### src/rtl/counter_prog.sv
// rtl/counter_prog.sv - programmable up/down event counter with prescaler, limit and flags
//
// Purpose: WIDTH-bit up/down counter over the range [0, limit] with a
//   runtime limit, wrap or saturate policy at the boundaries, synchronous
//   load, an enable prescaler, a terminal-count pulse and a sticky
//   boundary flag. Every output is registered.
//
// Ports:
//   clk        clock, all state changes on the rising edge
//   rst        synchronous reset, active-low
//   enable     count enable, feeds the prescaler
//   sel        direction, 0 = up, 1 = down
//   load       synchronous load strobe (wins over counting)
//   load_val   value loaded when load=1, taken as-is even above limit
//   limit      inclusive upper bound of the count range
//   clr_flags  clears ovf unless a boundary event happens in the same cycle
//   out        current count
//   tc         one-cycle pulse alongside each boundary-event result
//   ovf        sticky boundary-event flag
module counter_prog #(
  parameter int unsigned WIDTH     = 4,
  parameter int unsigned PRESCALE  = 1,
  parameter int unsigned SATURATE  = 0,
  parameter int unsigned RESET_VAL = 0
) (
  input  logic             clk,
  input  logic             rst,
  input  logic             enable,
  input  logic             sel,
  input  logic             load,
  input  logic [WIDTH-1:0] load_val,
  input  logic [WIDTH-1:0] limit,
  input  logic             clr_flags,
  output logic [WIDTH-1:0] out,
  output logic             tc,
  output logic             ovf
);

  // Prescaler needs at least one bit even when PRESCALE=1; in that case it
  // simply stays at 0 and every enabled cycle is a step.
  localparam int unsigned   PW    = (PRESCALE > 1) ? $clog2(PRESCALE) : 1;
  localparam logic [PW-1:0] PMAX  = PW'(PRESCALE - 1);
  localparam logic [WIDTH-1:0] RVAL = WIDTH'(RESET_VAL);

  logic [PW-1:0]    p;
  logic             step;
  logic             event_hit;
  logic [WIDTH-1:0] next_out;

  // Candidate result of a step; only committed when step is true.
  always_comb begin
    step      = enable && (p == PMAX);
    event_hit = 1'b0;
    next_out  = out;
    if (!sel) begin
      // >= rather than == so a count stranded above a lowered limit is
      // pulled back into range on the next up step.
      if (out >= limit) begin
        event_hit = 1'b1;
        next_out  = (SATURATE != 0) ? limit : '0;
      end else begin
        next_out = out + 1'b1;
      end
    end else begin
      if (out == '0) begin
        event_hit = 1'b1;
        next_out  = (SATURATE != 0) ? '0 : limit;
      end else begin
        next_out = out - 1'b1;
      end
    end
  end

  always_ff @(posedge clk) begin
    if (!rst) begin
      out <= RVAL;
      p   <= '0;
      tc  <= 1'b0;
      ovf <= 1'b0;
    end else if (load) begin
      out <= load_val;
      p   <= '0;
      tc  <= 1'b0;
      if (clr_flags) begin
        ovf <= 1'b0;
      end
    end else begin
      if (enable) begin
        p <= step ? '0 : p + 1'b1;
      end
      if (step) begin
        out <= next_out;
      end
      tc <= step && event_hit;
      // A boundary event in the same cycle beats the clear request.
      if (step && event_hit) begin
        ovf <= 1'b1;
      end else if (clr_flags) begin
        ovf <= 1'b0;
      end
    end
  end

endmodule

### config.mk
export PLATFORM = sky130hd
export DESIGN_NAME = counter_prog
export DESIGN_NICKNAME = d
export VERILOG_FILES = /design/src/rtl/counter_prog.sv
export SDC_FILE = /design/constraint.sdc
export NUM_CORES = 1
export LEC_CHECK = 0
export ABC_AREA = 1
export CAP_MARGIN = 20
export CORE_MARGIN = 2
export CORE_UTILIZATION = 47
export DETAILED_ROUTE_END_ITERATION = 10
export PLACE_DENSITY = 0.79
export SYNTH_ARGS = -nofsm -noshare
export SYNTH_HDL_FRONTEND = slang
export SYNTH_SLANG_ARGS = --single-unit
### constraint.sdc
create_clock -name clk -period 2.15 [get_ports clk]
set_input_delay 0.215 -clock clk [delete_from_list [all_inputs] [get_ports clk]]
set_output_delay 0.215 -clock clk [all_outputs]
set_load 0.02 [all_outputs]
==> impl_metrics.toml <==
[detailed_routing]
wl_per_cell_um = 9.82
drtAntennaViolNets = 0
drt_iter0_drc = 18
wirelength_um = 1350
vias = 670
post-route-drc-count = 0
viasPerCell = 4.89
drt_pre_antenna_iters = 4

[logic_synthesis]
synth.distinct_cells = 21
yosys.area_share.simple = 0.384
synthFlopType = "dfxtp_1"
netlist_area_um2 = 648
yosys.area.top_type_share = 0.216
yosys_warnings = 0
yosys-top-cells-area = "dfxtp_1 22%, nand2_1 16%, ha_1 14%, nand3_1 9.3%, inv_1 8.1%"
async_reset_ff_frac = 0
synth_edf_count = 0
synthMuxAreaShare = 0
synth_top_family_by_area = "simple AND/OR/NAND/NOR gates"
seq_area_frac_synth = 0.216
synthCells = 100
synth.most_common_cell = "nand2_1"
synth_common_cells = "27 x nand2_1, 14 x inv_1, 12 x nand3_1, 10 x nor2_1"
syn-num-nets = 121
syn_area_per_cell_um2 = 6.48
synth_compound_area_frac = 0.0907
ys_seq_elements = 7
synth-xor-area-share = 0.0270
synth_top_area_cell = "dfxtp_1"
synthAdderAreaFrac = 0.135

[global_route]
antenna_found_initial = 0
grtUsageTotal = 0.201
grt_pass1_wl_um = 2300
grt_overflow = 0
grt_max_degree = 10
grt_pass1_vias = 595

[cts]
cts_hold_buf = 0
clock-sinks = 7
clk_latency_ns = 0.25
clkTransAtPathRegs_ns = 0.05
numCtsBuffers = 3
post_cts_buffers = 0
clock_path_buffers = 2
cts_root_buf = "clkbuf_4"
cts_tree = "built"
h-tree-depth = 1
cts_resized = 0

[layout]
fill_cells = 125
fin_util = 0.670
nets = 144
drive_gt1_frac = 0.0984
area_growth_pct = 34.6
final_cells = 137
num_antenna_cells = 0

[floorplanning]
num_rows = 13
dieArea_um2 = 1690
start_util = 0.498
core_um2 = 1300
io_pins = 20
chipWidth_um = 41.1
die_h_um = 41.1

[sta]
setup_violations = 0
skew_ns = 0.00309
setup_tns_ns = 0
max_freq_mhz = 575
worstMarginPinSlew_ns = 0.443
hold_viol = 0
rsz0062_at_grt = "false"
min_period_ns = 1.74
slew_headroom = 0.704
final.period_utilization = 0.809
hold_ws_ns = 0.439
drv_slew = 0

[worst_setup_path]
path_class = "reg2out"
crit_chain = "clkdlybuf4s50_1"
end_kind = "primary output"
r2r_slack_ns = 0.46
worst_ep_required_time_ns = 1.93
cp_data_arrival_time_ns = 1.52
cp_top_family = "buffers and inverters"
slowest_delay_ns = 0.69
cp_max_fo = 9
worstSetupStartpointType = "flip-flop"
critPathBufInv = 1
cp_slowest_cell = "clkdlybuf4s50_1"

[power]
finalPower_w = 0.000455
ir_drop_v = 0.000334
p_leak_nw = 0.422
power_density_nw_per_um2 = 521

[placed_design]
port_buffers = 19
place_congestion = 0.781
dp.cells = 133
dpl.hpwl_um = 1090

[status]
status = "finished, final reports clean"

[min_path]
hold_class = "reg2reg"

[flow_run]
max_cap_viol_count = 0
-- cell families (layout without fill, tap and decap cells) --
kind of cell               count (synthesis)  count (layout)
adders and majority gates                  7               7
AOI/OAI and AO/OA                         10              10
and+or+nand+nor                           55              55
xor gates and xnor gates                   2               2
buffers and inverters                     19              41
DFF                                        7               7
-- stage by stage --
stage	area [um2]	setup slack (ns)
after global routing	872	0.225
final	872	0.410
after CTS	872	0.396
after global placement	846	0.433
after detailed placement	846	0.389
after floorplan	648	0.557
-- area by class of cell --
cell class	instances	area, um2	area share
Inverter	18	83.8	0.0961
Sequential cell	7	140	0.161
Tap cell	15	18.8	0.0215
Timing Repair Buffer	19	190	0.218
Clock buffer	4	26.3	0.0301
Multi-Input combinational cell	74	413	0.473
-- power breakdown --
| part | internal, W | switching (W) | leakage [nW] |
|---|---|---|---|
| Clock | 0.0000706 | 0.0000456 | 0.0150 |
| Combinational | 0.0000880 | 0.0000937 | 0.350 |
| Sequential | 0.000139 | 0.0000180 | 0.0575 |
| Total | 0.000298 | 0.000157 | 0.422 |
-- flip-flops by register name, indices dropped and copies added (netlist names) --
| signal | cells |
|---|---|
| p | 1 |
| tc | 1 |
| ovf | 1 |
| out | 4 |
-- worst paths after layout --
kind,endpoint,cells past startpoint,start
worst max-delay path,out[2],1,out[2]
worst min-delay path,p,2,p
worst max register to register,out[0],13,out[0]
worst min register to register,p,2,p
-- layer usage --
metal  global-route usage  vias up  part of all wire
met3               0.0707        0             0.050
met1                0.256      291              0.49
li1                     -      361                 -
met4                    0        0                 0
met5                    0        -                 0
met2                0.344       18              0.46
-- cell usage in the layout (no fill, tap or decap), drive strengths merged --
cell           netlist  layout
nand2               27      27
inv                 17      17
bufinv               1       1
xor2                 1       1
nand4                1       1
o21ai                4       4
nand3b               1       1
dfxtp                7       7
ha                   7       7
xnor2                1       1
o22ai                1       1
nand3               13      13
clkdlybuf4s50        0      19
nor4                 1       1
clkbuf               0       4
nor2                12      12
a21oi                5       5
No activity file was read; power rests on OpenSTA's default activity.
